<file path="src/rtl/uart_pkg.sv">
// Shared definitions for the UART receive and transmit paths:
// receiver FSM state encoding, oversampling constants and the baud divisor.
package uart_pkg;

    typedef enum logic [2:0] {
        IDLE      = 3'd0,
        START     = 3'd1,
        DATA      = 3'd2,
        PARITY    = 3'd3,
        STOP      = 3'd4,
        WAIT_HIGH = 3'd5
    } rx_state_t;

    localparam int OVERSAMPLE = 16;
    localparam int MID_SAMPLE = 7;
    localparam int DATA_BITS  = 8;

    // Clocks per oversample tick, truncated toward zero.
    function automatic int baud_div(input int clk_freq, input int baud, input int oversample);
        return clk_freq / (baud * oversample);
    endfunction

endpackage

</file>
<file path="src/rtl/uart_rx_fifo_if.sv">
// Host-side bus of the UART receiver: read strobe, overrun clear,
// popped data, FIFO status and error pulses.
interface uart_rx_fifo_if #(
    parameter int FIFO_DEPTH = 16
);
    localparam int CW = $clog2(FIFO_DEPTH + 1);

    logic          rd_en;
    logic          overrun_clr;
    logic [7:0]    rd_data;
    logic          empty;
    logic          full;
    logic [CW-1:0] count;
    logic          frame_err;
    logic          overrun;
    logic          parity_err;

    modport master (
        output rd_en, overrun_clr,
        input  rd_data, empty, full, count, frame_err, overrun, parity_err
    );

    modport slave (
        input  rd_en, overrun_clr,
        output rd_data, empty, full, count, frame_err, overrun, parity_err
    );

endinterface

</file>
<file path="src/rtl/uart_rx_fifo_sync_fifo.sv">
// Synchronous FIFO with registered read data and registered flags.
// A pop is accepted only when not empty; a push is accepted when not full,
// or when full and a pop is accepted on the same edge.
module sync_fifo #(
    parameter int WIDTH = 8,
    parameter int DEPTH = 16
) (
    input  logic                       clk,
    input  logic                       rst,
    input  logic                       i_push,
    input  logic [WIDTH-1:0]           i_push_data,
    input  logic                       i_pop,
    output logic [WIDTH-1:0]           o_rd_data,
    output logic                       o_full,
    output logic                       o_empty,
    output logic [$clog2(DEPTH+1)-1:0] o_count
);
    localparam int AW = $clog2(DEPTH);
    localparam int CW = $clog2(DEPTH + 1);

    logic [WIDTH-1:0] r_mem [DEPTH];
    logic [AW:0]      r_wr_ptr;
    logic [AW:0]      r_rd_ptr;
    logic [AW:0]      w_wr_ptr_nxt;
    logic [AW:0]      w_rd_ptr_nxt;
    logic [AW:0]      w_used_nxt;
    logic [WIDTH-1:0] r_rd_data;
    logic             r_full;
    logic             r_empty;
    logic [CW-1:0]    r_count;
    logic             w_do_push;
    logic             w_do_pop;

    assign w_do_pop     = i_pop && !r_empty;
    assign w_do_push    = i_push && (!r_full || w_do_pop);
    assign w_wr_ptr_nxt = w_do_push ? r_wr_ptr + (AW+1)'(1) : r_wr_ptr;
    assign w_rd_ptr_nxt = w_do_pop  ? r_rd_ptr + (AW+1)'(1) : r_rd_ptr;
    assign w_used_nxt   = w_wr_ptr_nxt - w_rd_ptr_nxt;

    // Storage write; when full with a simultaneous pop the tail slot is the
    // head slot, and the read below still sees the old head value.
    always_ff @(posedge clk) begin
        if (w_do_push) begin
            r_mem[r_wr_ptr[AW-1:0]] <= i_push_data;
        end
    end

    // Pointers, read data and flags all update from the same next-pointer values.
    always_ff @(posedge clk or posedge rst) begin
        if (rst) begin
            r_wr_ptr  <= '0;
            r_rd_ptr  <= '0;
            r_rd_data <= '0;
            r_full    <= 1'b0;
            r_empty   <= 1'b1;
            r_count   <= '0;
        end else begin
            r_wr_ptr <= w_wr_ptr_nxt;
            r_rd_ptr <= w_rd_ptr_nxt;
            if (w_do_pop) begin
                r_rd_data <= r_mem[r_rd_ptr[AW-1:0]];
            end
            r_empty <= (w_used_nxt == '0);
            r_full  <= (w_wr_ptr_nxt[AW] != w_rd_ptr_nxt[AW]) &&
                       (w_wr_ptr_nxt[AW-1:0] == w_rd_ptr_nxt[AW-1:0]);
            r_count <= CW'(w_used_nxt);
        end
    end

    assign o_rd_data = r_rd_data;
    assign o_full    = r_full;
    assign o_empty   = r_empty;
    assign o_count   = r_count;

endmodule

</file>
<file path="src/rtl/uart_rx_fifo.sv">
// UART receiver: 2-flop rx synchronizer, free-running 16x tick generator,
// frame FSM and receive FIFO with sticky overrun.
// Define UART_RX_PARITY_EN to add an even-parity bit after the data bits;
// without it the frame is 8N1 and parity_err is tied low.
//
// state     | meaning
// ----------+-----------------------------------------------------------
// IDLE      | line idle, waiting for a low synchronized rx
// START     | counting to mid start bit; high there is a glitch
// DATA      | sampling 8 data bits LSB first, one every 16 ticks
// PARITY    | sampling the even-parity bit (parity build only)
// STOP      | sampling the stop bit; high pushes the byte and re-arms
// WAIT_HIGH | bad stop bit or break, waiting for the line to return high
module uart_rx_fifo #(
    parameter int CLK_FREQ   = 50000000,
    parameter int BAUD       = 115200,
    parameter int OVERSAMPLE = 16,
    parameter int FIFO_DEPTH = 16
) (
    input  logic         clk,
    input  logic         rst,
    input  logic         rx,
    uart_rx_fifo_if.slave bus
);
    import uart_pkg::*;

    localparam int DIV = baud_div(CLK_FREQ, BAUD, OVERSAMPLE);
    localparam int DW  = (DIV > 1) ? $clog2(DIV) : 1;
    localparam int CW  = $clog2(FIFO_DEPTH + 1);

    logic          r_sync1;
    logic          r_sync2;
    logic          w_rx;
    logic [DW-1:0] r_div_cnt;
    logic          w_tick;
    rx_state_t     r_state;
    rx_state_t     w_state_nxt;
    logic [3:0]    r_smp_cnt;
    logic [2:0]    r_bit_cnt;
    logic [7:0]    r_shift;
    logic          w_smp_due;
    logic          w_push;
    logic          w_frame_err;
    logic          r_frame_err;
    logic          r_overrun;
    logic          w_drop;
    logic [7:0]    w_rd_data;
    logic          w_full;
    logic          w_empty;
    logic [CW-1:0] w_count;
`ifdef UART_RX_PARITY_EN
    logic          r_par_bad;
    logic          w_parity_err;
    logic          r_parity_err;
`endif

    // Two-flop synchronizer; idles high so reset does not look like a start bit.
    always_ff @(posedge clk or posedge rst) begin
        if (rst) begin
            r_sync1 <= 1'b1;
            r_sync2 <= 1'b1;
        end else begin
            r_sync1 <= rx;
            r_sync2 <= r_sync1;
        end
    end

    assign w_rx = r_sync2;

    // Oversample tick: down-counter, tick at terminal count zero, then reload.
    always_ff @(posedge clk or posedge rst) begin
        if (rst) begin
            r_div_cnt <= '0;
        end else if (w_tick) begin
            r_div_cnt <= DW'(DIV - 1);
        end else begin
            r_div_cnt <= r_div_cnt - DW'(1);
        end
    end

    assign w_tick    = (r_div_cnt == '0);
    assign w_smp_due = w_tick && (r_smp_cnt == 4'd0);

    // FSM state register.
    always_ff @(posedge clk or posedge rst) begin
        if (rst) begin
            r_state <= IDLE;
        end else begin
            r_state <= w_state_nxt;
        end
    end

    // FSM next-state logic.
    always_comb begin
        w_state_nxt = r_state;
        case (r_state)
            IDLE:      if (!w_rx) w_state_nxt = START;
            START:     if (w_smp_due) w_state_nxt = w_rx ? IDLE : DATA;
            DATA: begin
                if (w_smp_due && (r_bit_cnt == 3'(DATA_BITS - 1))) begin
`ifdef UART_RX_PARITY_EN
                    w_state_nxt = PARITY;
`else
                    w_state_nxt = STOP;
`endif
                end
            end
`ifdef UART_RX_PARITY_EN
            PARITY:    if (w_smp_due) w_state_nxt = STOP;
`else
            PARITY:    w_state_nxt = IDLE;
`endif
            STOP:      if (w_smp_due) w_state_nxt = w_rx ? IDLE : WAIT_HIGH;
            WAIT_HIGH: if (w_rx) w_state_nxt = IDLE;
            default:   w_state_nxt = IDLE;
        endcase
    end

    // FSM outputs: push and error strobes at the mid-bit decisions.
    always_comb begin
        w_push      = 1'b0;
        w_frame_err = 1'b0;
`ifdef UART_RX_PARITY_EN
        w_parity_err = 1'b0;
`endif
        case (r_state)
`ifdef UART_RX_PARITY_EN
            PARITY: begin
                if (w_smp_due) w_parity_err = w_rx ^ (^r_shift);
            end
`endif
            STOP: begin
                if (w_smp_due) begin
`ifdef UART_RX_PARITY_EN
                    w_push = w_rx && !r_par_bad;
`else
                    w_push = w_rx;
`endif
                    w_frame_err = !w_rx;
                end
            end
            default: ;
        endcase
    end

    // Sample-position down-counter, bit counter and LSB-first shift register.
    // IDLE preloads the counter so the first decision lands mid start bit.
    always_ff @(posedge clk or posedge rst) begin
        if (rst) begin
            r_smp_cnt <= '0;
            r_bit_cnt <= '0;
            r_shift   <= '0;
`ifdef UART_RX_PARITY_EN
            r_par_bad <= 1'b0;
`endif
        end else begin
            if (r_state == IDLE) begin
                r_smp_cnt <= 4'(MID_SAMPLE);
            end else if (w_tick) begin
                r_smp_cnt <= (r_smp_cnt == 4'd0) ? 4'(OVERSAMPLE - 1) : r_smp_cnt - 4'd1;
            end
            if (r_state == IDLE) begin
                r_bit_cnt <= '0;
            end else if ((r_state == DATA) && w_smp_due) begin
                r_shift   <= {w_rx, r_shift[7:1]};
                r_bit_cnt <= r_bit_cnt + 3'd1;
            end
`ifdef UART_RX_PARITY_EN
            if (r_state == IDLE) begin
                r_par_bad <= 1'b0;
            end else if ((r_state == PARITY) && w_smp_due) begin
                r_par_bad <= w_rx ^ (^r_shift);
            end
`endif
        end
    end

    // Registered error pulses, one cycle each.
    always_ff @(posedge clk or posedge rst) begin
        if (rst) begin
            r_frame_err <= 1'b0;
`ifdef UART_RX_PARITY_EN
            r_parity_err <= 1'b0;
`endif
        end else begin
            r_frame_err <= w_frame_err;
`ifdef UART_RX_PARITY_EN
            r_parity_err <= w_parity_err;
`endif
        end
    end

    sync_fifo #(
        .WIDTH (8),
        .DEPTH (FIFO_DEPTH)
    ) u_fifo (
        .clk         (clk),
        .rst         (rst),
        .i_push      (w_push),
        .i_push_data (r_shift),
        .i_pop       (bus.rd_en),
        .o_rd_data   (w_rd_data),
        .o_full      (w_full),
        .o_empty     (w_empty),
        .o_count     (w_count)
    );

    // A full FIFO only drops the byte when no read frees a slot on the same edge.
    assign w_drop = w_push && w_full && !bus.rd_en;

    // Sticky overrun; a new drop wins over a simultaneous clear.
    always_ff @(posedge clk or posedge rst) begin
        if (rst) begin
            r_overrun <= 1'b0;
        end else if (w_drop) begin
            r_overrun <= 1'b1;
        end else if (bus.overrun_clr) begin
            r_overrun <= 1'b0;
        end
    end

    assign bus.rd_data   = w_rd_data;
    assign bus.empty     = w_empty;
    assign bus.full      = w_full;
    assign bus.count     = w_count;
    assign bus.frame_err = r_frame_err;
    assign bus.overrun   = r_overrun;
`ifdef UART_RX_PARITY_EN
    assign bus.parity_err = r_parity_err;
`else
    assign bus.parity_err = 1'b0;
`endif

endmodule

</file>
<file path="src/flat_wrapper.sv">
// flat-port wrapper written by rule: the top's interface ports become plain ports
module uart_rx_fifo_flat import uart_pkg::*;
#(
    parameter int CLK_FREQ   = 50000000,
    parameter int BAUD       = 115200,
    parameter int OVERSAMPLE = 16,
    parameter int FIFO_DEPTH = 16
)
  (clk, rst, rx, bus_rd_en, bus_overrun_clr, bus_rd_data, bus_empty, bus_full, bus_count, bus_frame_err, bus_overrun, bus_parity_err);
  uart_rx_fifo_if #(.FIFO_DEPTH(FIFO_DEPTH)) bus_i ();
  input  logic clk;
  input  logic rst;
  input  logic rx;
  input wire logic [$bits(bus_i.rd_en)-1:0] bus_rd_en;
  input wire logic [$bits(bus_i.overrun_clr)-1:0] bus_overrun_clr;
  output wire logic [$bits(bus_i.rd_data)-1:0] bus_rd_data;
  output wire logic [$bits(bus_i.empty)-1:0] bus_empty;
  output wire logic [$bits(bus_i.full)-1:0] bus_full;
  output wire logic [$bits(bus_i.count)-1:0] bus_count;
  output wire logic [$bits(bus_i.frame_err)-1:0] bus_frame_err;
  output wire logic [$bits(bus_i.overrun)-1:0] bus_overrun;
  output wire logic [$bits(bus_i.parity_err)-1:0] bus_parity_err;
  assign bus_i.rd_en = bus_rd_en;
  assign bus_i.overrun_clr = bus_overrun_clr;
  assign bus_rd_data = bus_i.rd_data;
  assign bus_empty = bus_i.empty;
  assign bus_full = bus_i.full;
  assign bus_count = bus_i.count;
  assign bus_frame_err = bus_i.frame_err;
  assign bus_overrun = bus_i.overrun;
  assign bus_parity_err = bus_i.parity_err;
  uart_rx_fifo #(.CLK_FREQ(CLK_FREQ), .BAUD(BAUD), .OVERSAMPLE(OVERSAMPLE), .FIFO_DEPTH(FIFO_DEPTH)) u_core (.clk(clk), .rst(rst), .rx(rx), .bus(bus_i));
endmodule
</file>
<file path="config.mk">
export PLATFORM = sky130hd
export DESIGN_NAME = uart_rx_fifo_flat
export DESIGN_NICKNAME = d
export VERILOG_FILES = /design/src/rtl/uart_pkg.sv /design/src/rtl/uart_rx_fifo_if.sv /design/src/rtl/uart_rx_fifo_sync_fifo.sv /design/src/rtl/uart_rx_fifo.sv /design/src/flat_wrapper.sv
export SDC_FILE = /design/constraint.sdc
export NUM_CORES = 1
export LEC_CHECK = 0
export CAP_MARGIN = 20
export CORE_UTILIZATION = 65
export CTS_CLUSTER_SIZE = 8
export DETAILED_ROUTE_END_ITERATION = 10
export PLACE_DENSITY_LB_ADDON = 0.05
export SYNTH_ARGS = -nofsm -noshare
export SYNTH_HDL_FRONTEND = slang
export SYNTH_HIERARCHICAL = 1
export SYNTH_SLANG_ARGS = --single-unit
</file>
<file path="constraint.sdc">
create_clock -name clk -period 5.6 [get_ports clk]
set_input_delay 1.12 -clock clk [delete_from_list [all_inputs] [get_ports clk]]
set_output_delay 1.12 -clock clk [all_outputs]
set_load 0.03 [all_outputs]
</file>
==> Word-level counts from Yosys, hierarchy flattened <==
Memories as Yosys holds them, arrays and structs flattened. A register that Yosys moved wholly into a read port is not among the register bits.
Cells that the tools add are included.
{ "word_totals": {"mem_bits_rw": 128, "mem_count": 1, "output_inout_bits": 18, "wordCells": 80, "regBits": 44} }
{ "op_classes": {"addsub": 6, "bitwise": 1, "mux": 24, "reduce_logical": 22, "eq_ne": 12} }
{ "memory_table": {"columns": ["memory", "words", "word_bits", "read_ports", "rd_ports_with_merged_regs", "write_ports", "line", "text"], "rows": [
  ["u_core.u_fifo.r_mem", 16, 8, 1, 1, 1, "uart_rx_fifo_sync_fifo.sv:21", "logic [WIDTH-1:0] r_mem [DEPTH];"]
]} }
{ "ops": {"columns": ["operator", "count"], "rows": [
  ["2-to-1 mux 3 bit", 8],
  ["2-to-1 mux 5 bit", 3],
  ["one-hot mux 3 bit (5 select lines)", 1],
  ["2-to-1 mux 4 bit", 3],
  ["adder 5 x 1 -> 5 bit (second input constant)", 2],
  ["logical NOT 5 bit", 2],
  ["equality test 3 bit (second input constant)", 3],
  ["logical AND 1 bit", 8],
  ["2-to-1 mux 1 bit", 8],
  ["!= test 2 x 1 -> 1 bit (second input constant)", 4],
  ["nonzero test 2 bit", 3],
  ["AND reduction 5 bit", 1],
  ["subtractor 5 x 1 -> 5 bit (second input constant)", 1],
  ["subtractor 5 bit", 1],
  ["equality test 4 bit", 1],
  ["logical NOT 1 bit", 4],
  ["logical NOT 4 bit", 1],
  ["subtractor 4 x 1 -> 4 bit (second input constant)", 1],
  ["adder 3 x 1 -> 3 bit (second input constant)", 1],
  ["equality test 3 x 1 -> 1 bit (second input constant)", 1],
  ["equality test 3 x 2 -> 1 bit (second input constant)", 1],
  ["logical NOT 3 bit", 1],
  ["2-to-1 mux 2 bit", 1],
  ["!= test 2 bit (second input constant)", 1],
  ["other kinds (4)", 4]
]} }

==> Logic depth before layout (Yosys ltp) <==
Gate-level depths: netlist (run 1).
{ "logic_depth": {"depth_word": 8, "depth_mapped": 14} }

==> Modules after synthesis <==
Netlist (run 1), hierarchy kept.
{ "by_module_without_submodules": {"columns": ["mod", "seq_area_each_um2", "cells_each", "n_inst", "area_each_um2"], "rows": [
  ["sync_fifo", 4470.5, 331, 1, 6148.4],
  ["uart_rx_fifo", 678.2, 110, 1, 1271.2]
]} }

==> Worst setup path before layout (run 1) <==
OpenSTA, ideal clock, no wires.
{ "synth_path": {"kind": "register -> register", "startpoint": "reg u_core.r_smp_cnt[0]", "endpoint": "reg u_core.u_fifo.r_empty, in the netlist u_core/u_fifo/o_empty", "stages_incl_launch_ff": 15, "setup_ns": 0.090, "n_path_buf": 0, "arrival_ns": 3.409, "required_ns": 5.510, "period_less_slack_ns": 3.499, "slack_ns": 2.101, "cell_sequence": "dfrtp_1 > inv_1 > ha_1 > nor3b_1 > and3_2 > and2_1 > a21boi_1 > xnor2_1 > ha_1 > inv_1 > fa_1 > a21o_1 > a21oi_1 > xnor3_1 > nor4_2"} }
{ "synth_via": {"elab_chain_cells": 8} }
{ "synth_rtl": {"columns": ["item", "line", "text"], "rows": [
  ["start: declaration", "uart_rx_fifo.sv:38", "logic [3:0] r_smp_cnt;"],
  ["start signal: assignment", "uart_rx_fifo.sv:158", "r_smp_cnt <= 4'(MID_SAMPLE);"],
  ["start signal: assignment", "uart_rx_fifo.sv:160", "r_smp_cnt <= (r_smp_cnt == 4'd0) ? 4'(OVERSAMPLE - 1) : r_smp_cnt - 4'd1;"],
  ["logical NOT 4 bit", "uart_rx_fifo.sv:82", "assign w_smp_due = w_tick && (r_smp_cnt == 4'd0);"],
  ["logical AND 1 bit", "uart_rx_fifo.sv:82", null],
  ["2-to-1 mux 1 bit", "uart_rx_fifo.sv:133", "if (w_smp_due) begin"],
  ["2-to-1 mux 1 bit", "uart_rx_fifo.sv:126", "case (r_state)"],
  ["via u_core.w_push", "uart_rx_fifo.sv:42", "logic w_push;"],
  ["logical AND 1 bit", "uart_rx_fifo_sync_fifo.sv:35", "assign w_do_push = i_push && (!r_full || w_do_pop);"],
  ["2-to-1 mux 5 bit", "uart_rx_fifo_sync_fifo.sv:36", "assign w_wr_ptr_nxt = w_do_push ? r_wr_ptr + (AW+1)'(1) : r_wr_ptr;"],
  ["subtractor 5 bit", "uart_rx_fifo_sync_fifo.sv:38", "assign w_used_nxt = w_wr_ptr_nxt - w_rd_ptr_nxt;"],
  ["via u_core.u_fifo.w_used_nxt[4]", "uart_rx_fifo_sync_fifo.sv:26", "logic [AW:0] w_used_nxt;"],
  ["logical NOT 5 bit", "uart_rx_fifo_sync_fifo.sv:63", "r_empty <= (w_used_nxt == '0);"],
  ["end signal: assignment", "uart_rx_fifo_sync_fifo.sv:63", null],
  ["end: declaration", "uart_rx_fifo_sync_fifo.sv:29", "logic r_empty;"]
]} }
The timed path passes the listed nets, and every way through them passes these cells.
A chain may end at the register's enable or synchronous reset.

==> Worst setup path in the final report (run 1) <==
{ "layout_path": {"startpoint": "reg u_core.r_smp_cnt[0]", "endpoint": "reg u_core.u_fifo.r_empty, in the netlist u_core/u_fifo/o_empty"} }
{ "layout_via": {"elab_chain_cells": 8} }
{ "layout_rtl": {"columns": ["item", "line", "text"], "rows": [
  ["logical NOT 4 bit", "uart_rx_fifo.sv:82", null],
  ["logical AND 1 bit", "uart_rx_fifo.sv:82", null],
  ["2-to-1 mux 1 bit", "uart_rx_fifo.sv:133", null],
  ["2-to-1 mux 1 bit", "uart_rx_fifo.sv:126", null],
  ["via u_core.w_push", "uart_rx_fifo.sv:42", null],
  ["logical AND 1 bit", "uart_rx_fifo_sync_fifo.sv:35", null],
  ["2-to-1 mux 5 bit", "uart_rx_fifo_sync_fifo.sv:36", null],
  ["via u_core.u_fifo.w_wr_ptr_nxt[2]", "uart_rx_fifo_sync_fifo.sv:24", "logic [AW:0] w_wr_ptr_nxt;"],
  ["subtractor 5 bit", "uart_rx_fifo_sync_fifo.sv:38", null],
  ["via u_core.u_fifo.w_used_nxt[4]", "uart_rx_fifo_sync_fifo.sv:26", null],
  ["logical NOT 5 bit", "uart_rx_fifo_sync_fifo.sv:63", null]
]} }
The timed path passes the listed nets, and every way through them passes these cells.

==> results.json, run 1 <==
{
  "post-cts-setup-buffer-count": 0,
  "report.power.total_mw": 3.49,
  "post_cts.resized_instances": 0,
  "core_area_mm2": 0.0110,
  "detailed_place_hpwl_mm": 8.28,
  "criticalPathCategory": "reg -> reg",
  "drc": 0,
  "outcome": "complete, no violations",
  "detail_route.wirelength_mm": 13.2,
  "cts.path.max_buffers": 2,
  "postCtsHoldBufs": 0,
  "post-route-worst-setup-slack_ns": 1.53,
  "peakVddDrop_mv": 0.393,
  "pin_count_of_the_biggest_net_entering_global_routing": 33,
  "critPathCaptureType": "flip-flop",
  "synth_area_leaders": "edfxtp_1 (52%), dfrtp_1 (17%), mux4_2 (7.3%), mux2i_1 (2.7%), ha_1 (2.4%)",
  "synth-warning-count": 6,
  "report.final.hold_viol_count": 0,
  "slew-limit-headroom_pct": 38.1,
  "post_synth_num_cell_types": 55,
  "period_share_pct": 72.7,
  "wl_per_cell_um": 21.2,
  "worst-path-max-fanout": 8,
  "cts_root_buffer": "clkbuf_16",
  "total_leakage_power_nw": 3.37,
  "num_antenna_cells": 0,
  "synth_nets": 461,
  "worst_setup_path_start_kind": "flip-flop",
  "setup_viol_count_final": 0,
  "cap_violations": 0,
  "initial_cell_density_of_the_core_pct": 67.6,
  "portBuffers": 21,
  "synthArstFlopShare_pct": 28.9,
  "h-tree-depth": 4,
  "finalWeightedCongestion": 0.789,
  "layout-area-overhead-vs-synth_pct": 12.1,
  "power_density_mw_per_mm2": 419,
  "maxSlewViolCount": 0,
  "final_instance_count_without_filler_cells": 620,
  "core_occupancy_in_the_finished_layout_pct": 75.8,
  "placed_cells_incl_taps": 586,
  "synth.yosys.seq_area_share_pct": 69.4,
  "grt_first_pass_wirelength_mm": 20.3,
  "worstHoldPathType": "reg -> reg",
  "detail_route.first_pass.iterations": 5,
  "cp_data_required_time_ns": 5.93,
  "dieArea_mm2": 0.0118,
  "synth_enable_flop_cells": 128,
  "post_synth.cell_area_avg_um2": 16.8,
  "worst_skew_pair.late_latency_ns": 0.42,
  "post_synth_instance_area_mm2": 0.00742,
  "synth_flop_cell": "edfxtp_1",
  "floorplan.die.height_um": 109,
  "grt_setup_unrepaired": "no",
  "skew_ns": 0.00807,
  "synth_top_area_share_pct": 51.8,
  "synth.ff_latch_count": 180,
  "worst-r2r-setup-slack_ns": 1.53,
  "netlist_instances": 441,
  "synthDominantAreaCellType": "edfxtp_1",
  "totalNegativeSetupSlack_ns": 0,
  "antenna_found_initial": 0,
  "worst_slew_pin_slew_ns": 0.929,
  "ant_nets": 0,
  "layout_min_cycle_time_ns": 4.07,
  "global_route.usage.total_pct": 24.7,
  "vias": 3745,
  "die-width_um": 109,
  "post-place-ws_ns": 1.40,
  "core.rowCount": 38,
  "cts.sink_count": 180,
  "clk_transition_reported_paths_ns": 0.06,
  "timing.fmax_ghz": 0.246,
  "cts_inserted_buffers": 17,
  "number_of_nets_in_the_layout": 487,
  "number_of_global_route_vias_before_repair": 3704,
  "tritoncts": "done",
  "io-pin-count": 23,
  "drt_iter0_markers": 329,
  "vias_per_cell": 6.04,
  "proportion_of_layout_cells_with_a_drive_suffix_above_1_pct": 18.3,
  "worstPathArrival_ns": 4.40,
  "globalRoute.totalOverflow": 0
}
==> cell type report <==
cell class	count	area, µm²
clock buffers	19	433
clock inverters	13	110
fillers	637	2660
inverters	18	67.6
multi-input cells	224	2100
flip-flops and latches	180	5150
well taps	140	175
repair buffers	26	288
==> power breakdown <==
part	switching (mW)	internal, mW
clock	0.470	0.608
sequential	0.113	1.49
combinational	0.434	0.375
total	1.02	2.47
==> flip-flops by register name, indices dropped and copies added (netlist names) <==
name	cells
u_core/u_fifo/o_rd_data	8
u_core/u_fifo/o_count	5
u_core/r_shift	8
u_core/r_sync1	1
u_core/u_fifo/o_empty	1
u_core/u_fifo/o_full	1
u_core/bus.overrun	1
u_core/r_sync2	1
u_core/u_fifo/r_wr_ptr	5
u_core/r_bit_cnt	3
u_core/r_div_cnt	5
u_core/bus.frame_err	1
u_core/u_fifo/r_mem	128
u_core/r_state	3
u_core/u_fifo/r_rd_ptr	5
u_core/r_smp_cnt	4
==> placed cells by master (no fill, tap or decap), types with 2 or more instances in the layout <==
cell type / instances
clkbuf_16: 17
nor3b_1: 2
mux2_4: 7
nor2_1: 20
mux4_2: 24
buf_16: 2
mux2i_1: 20
mux2_2: 5
a22oi_1: 6
clkdlybuf4s50_1: 21
inv_1: 18
nand2b_1: 13
o21a_1: 2
o22ai_1: 2
nor3_1: 5
dfrtp_1: 48
buf_4: 3
o21ai_0: 15
dfstp_2: 3
a311oi_1: 2
xor2_1: 2
clkinv_4: 2
nor3_2: 3
clkinv_2: 3
a21oi_1: 7
xnor2_1: 8
clkinvlp_4: 4
edfxtp_1: 128
nand4_1: 4
a221oi_1: 6
ha_1: 14
clkbuf_1: 2
nand3_1: 8
xor2_2: 2
nor2b_1: 4
nand2_1: 19
a21o_1: 2
==> worst max-delay path, cell delays in order, from the launching register on <==
cell and delay (ns):
dfrtp_1 0.39, inv_1 0.11, ha_1 0.19, nor3b_1 0.52, and3_2 0.32, and2_1 0.17, a21boi_1 0.50, nand2_1 0.24
xnor2_1 0.28, ha_1 0.33, a21o_1 0.20, a21oi_1 0.18, xnor3_1 0.28, nor4_2 0.28
==> metrics by stage <==
step / hold slack [ns] / instance area (µm²)
global placement: 0.347 / 7720
finish: 0.361 / 8320
detailed placement: 0.349 / 7720
global route: 0.369 / 8320
CTS: 0.360 / 8270
floorplan: 0.345 / 7420
==> layer usage <==
layer / up-vias / GRT usage (%) / share of wire, %
li1: 1729 / - / -
met4: 0 / 8.20 / 1.3
met5: - / 0 / 0
met3: 13 / 5.74 / 5.1
met1: 1901 / 34.7 / 43
met2: 102 / 38.7 / 51
==> cell families (layout without fill, tap and decap cells) <==
| kind of cell | count (synthesis) | count (layout) | share of synthesized area [%] |
|---|---|---|---|
| buffers and inverters | 37 | 76 | 2.55 |
| adders and majority gates | 15 | 15 | 2.63 |
| muxes | 56 | 56 | 12.2 |
| other | 1 | 1 | 0.0505 |
| xor gates and xnor gates | 13 | 13 | 1.92 |
| and+or+nand+nor | 91 | 91 | 6.88 |
| DFF | 180 | 180 | 69.4 |
| AOI/OAI and AO/OA | 48 | 48 | 4.42 |
==> synth_stat cells (all sizes together) (2+ instances only) <==
cell / count
edfxtp: 128
dfrtp: 49
mux4: 24
mux2i: 20
nor2: 20
nand2: 19
inv: 18
buf: 15
o21ai: 15
ha: 14
nand2b: 14
mux2: 12
nand3: 9
a21oi: 8
nor3: 8
xnor2: 8
a221oi: 6
a22oi: 6
nand4: 5
clkbuf: 4
nor2b: 4
xor2: 4
dfstp: 3
nor3b: 3
a21o: 2
a311oi: 2
and2: 2
and3: 2
o21a: 2
o22ai: 2
==> final timing paths <==
check | from | to | cells after the start
hold / removal | u_core/r_sync1$_DFF_PP1_ | u_core/r_sync2$_DFF_PP1_ | 0
min in group asynchronous | rst | u_core/u_fifo/r_wr_ptr[1]$_DFF_PP0_ | 2
hold reg to reg | u_core/r_sync1$_DFF_PP1_ | u_core/r_sync2$_DFF_PP1_ | 0
setup / recovery | u_core/r_smp_cnt[0]$_DFFE_PP0P_ | u_core/u_fifo/o_empty$_DFF_PP1_ | 13
setup reg to reg | u_core/r_smp_cnt[0]$_DFFE_PP0P_ | u_core/u_fifo/o_empty$_DFF_PP1_ | 13
max in group asynchronous | rst | u_core/r_sync2$_DFF_PP1_ | 3
(Power assumes the default switching activity.)
==> run 2: changes to the inputs <==
Settings changed: CORE_UTILIZATION 65 to 55.
Clock period 5.6 ns to 3.4 ns, I/O delays scaled along.
==> run 2 against run 1 <==
Final cell count increased by 9.7%. Fmax is 28% higher. Clock skew decreased by 0.00062 ns. Sequential share of layout area fell by 2.0 points. Worst hold slack got worse by 0.0044 ns. First-iteration DRC count fell by 32%. Sequential power increased by 61%. Clock power is 79% higher. Routed wire length grew 3.9%. Via count increased by 2.5%. Worst setup slack worse by 1.3 ns. Clock-buffer cell count grew 3.
==> results.json, run 2 (same netlist as run 1, synthesis figures left out) <==
{
  "h-tree-depth": 4,
  "core_occupancy_in_the_finished_layout_pct": 65.2,
  "postCtsHoldBufs": 0,
  "cts.sink_count": 180,
  "worst_setup_path_start_kind": "flip-flop",
  "period_share_pct": 93.2,
  "cp_data_required_time_ns": 3.72,
  "detail_route.wirelength_mm": 13.7,
  "globalRoute.totalOverflow": 0,
  "worst_skew_pair.late_latency_ns": 0.43,
  "outcome": "complete, no violations",
  "critPathCaptureType": "flip-flop",
  "global_route.usage.total_pct": 21.7,
  "portBuffers": 21,
  "seqCellArea_mm2": 0.00515,
  "worstPathArrival_ns": 3.49,
  "detail_route.first_pass.iterations": 5,
  "largest_register_ff_count": 128,
  "cp_cell_sequence": "inv_1, ha_1, nor3b_2, and3_4, and2_1, a21boi_4, buf_4, nand2_1, xnor2_2, ha_4, a21o_1, a21oi_1, xnor3_1, buf_4",
  "finalWeightedCongestion": 0.826,
  "layout-area-overhead-vs-synth_pct": 16.0,
  "proportion_of_layout_cells_with_a_drive_suffix_above_1_pct": 22.8,
  "vias_per_cell": 5.64,
  "vias": 3837,
  "cap_violations": 0,
  "clk_transition_reported_paths_ns": 0.06,
  "pin_count_of_the_biggest_net_entering_global_routing": 28,
  "drc": 0,
  "fillCellCount": 938,
  "cts.path.max_buffers": 2,
  "wl_per_cell_um": 20.1,
  "ant_nets": 0,
  "tritoncts": "done",
  "num_antenna_cells": 0,
  "worst_slew_pin_slew_ns": 0.635,
  "slew-limit-headroom_pct": 57.6,
  "floorplan.die.height_um": 118,
  "setup_viol_count_final": 0,
  "skew_ns": 0.00744,
  "core_area_mm2": 0.0132,
  "cts_root_buffer": "clkbuf_16",
  "power_density_mw_per_mm2": 693,
  "core.rowCount": 42,
  "worstHoldPathType": "reg -> reg",
  "area_of_the_multi_input_gates_mm2": 0.00213,
  "totalNegativeSetupSlack_ns": 0,
  "timing.fmax_ghz": 0.315,
  "drt_iter0_markers": 224,
  "grt_first_pass_wirelength_mm": 22.0,
  "report.final.hold_viol_count": 0,
  "commonest_non_fill_non_tap_cells_in_the_layout": "edfxtp_1 (128), dfrtp_1 (48), buf_4 (28)",
  "timing.critical_path.slowest_cell_delay_ns": 0.39,
  "cts_inserted_buffers": 17,
  "criticalPathCategory": "reg -> reg",
  "worst_path_max_delay_cell": "dfrtp_1",
  "total_leakage_power_nw": 3.52,
  "initial_cell_density_of_the_core_pct": 56.3,
  "number_of_nets_in_the_layout": 511,
  "hold_ws_ns": 0.357,
  "detailed_place_hpwl_mm": 8.91,
  "die-width_um": 118,
  "antenna_found_initial": 0,
  "maxSlewViolCount": 0,
  "layout_min_cycle_time_ns": 3.17,
  "worst-path-max-fanout": 5,
  "dieArea_mm2": 0.0140,
  "layout.cells.most_common": "edfxtp_1",
  "peakVddDrop_mv": 0.360,
  "io-pin-count": 23,
  "most_numerous_cell_on_the_critical_path": "buf_4",
  "number_of_global_route_vias_before_repair": 3833
}
run 2: area by class of cell:
type | count | area share (%)
sequential | 180 | 59.9
multi-input combinational | 224 | 24.8
clock buffer | 22 | 5.40
timing repair buffer | 50 | 5.21
tap | 176 | 2.56
clock inverter | 10 | 1.41
inverter | 18 | 0.785
run 2: stage by stage:
stage                     setup slack (ns)  power, mW  cell area [µm²]  std cells
final                                0.230       5.97             8600        680
after floorplan                     0.0361       3.66             7420        441
after global routing               -0.0187       6.23             8600        680
after detailed placement          -0.00788       4.05             7940        646
after global placement               0.136       4.04             7940        646
after CTS                          0.00820       5.97             8530        678
run 2: worst paths after layout:
| check | start | endpoint | slack, ns | depth (start not counted) |
|---|---|---|---|---|
| setup / recovery | u_core/r_smp_cnt[0]$_DFFE_PP0P_ | u_core/u_fifo/o_count[4]$_DFF_PP0_ | 0.23 | 14 |
| hold / removal | u_core/r_sync1$_DFF_PP1_ | u_core/r_sync2$_DFF_PP1_ | 0.36 | 0 |
| setup reg to reg | u_core/r_smp_cnt[0]$_DFFE_PP0P_ | u_core/u_fifo/o_count[4]$_DFF_PP0_ | 0.23 | 14 |
| hold reg to reg | u_core/r_sync1$_DFF_PP1_ | u_core/r_sync2$_DFF_PP1_ | 0.36 | 0 |
| max in group asynchronous | rst | u_core/u_fifo/r_rd_ptr[0]$_DFF_PP0_ | 2.17 | 3 |
| min in group asynchronous | rst | u_core/bus.overrun$_DFFE_PP0P_ | 0.59 | 2 |
run 2: power by group:
part,switching [mW],internal [mW],total [mW]
combinational,0.807,0.662,1.47
sequential,0.112,2.45,2.57
clock,0.801,1.13,1.93
total,1.72,4.25,5.97
run 2: what timing repair did:
action / CTS / global route
setup buffers: 0 / 1
setup endpoints to repair: 1 / 2
hold endpoints to repair: 0 / 0
resized for setup: 1 / 6
pin swaps: 0 / 2
run 2: worst max-delay path: cells and delay by family (launching register included):
family          cells  cell delay [ns]
buf+inv             3             0.41
fa+ha+maj           2             0.43
flops               1             0.39
xor+xnor            2             0.49
simple gates        4             0.76
compound gates      3             0.58
run 2: layer usage:
layer	global-route usage [%]	vias up	wire length, µm
li1	-	1767	-
met1	31.7	1987	6410
met2	31.8	67	6600
met3	5.21	16	502
met4	8.01	0	172
met5	0	-	0
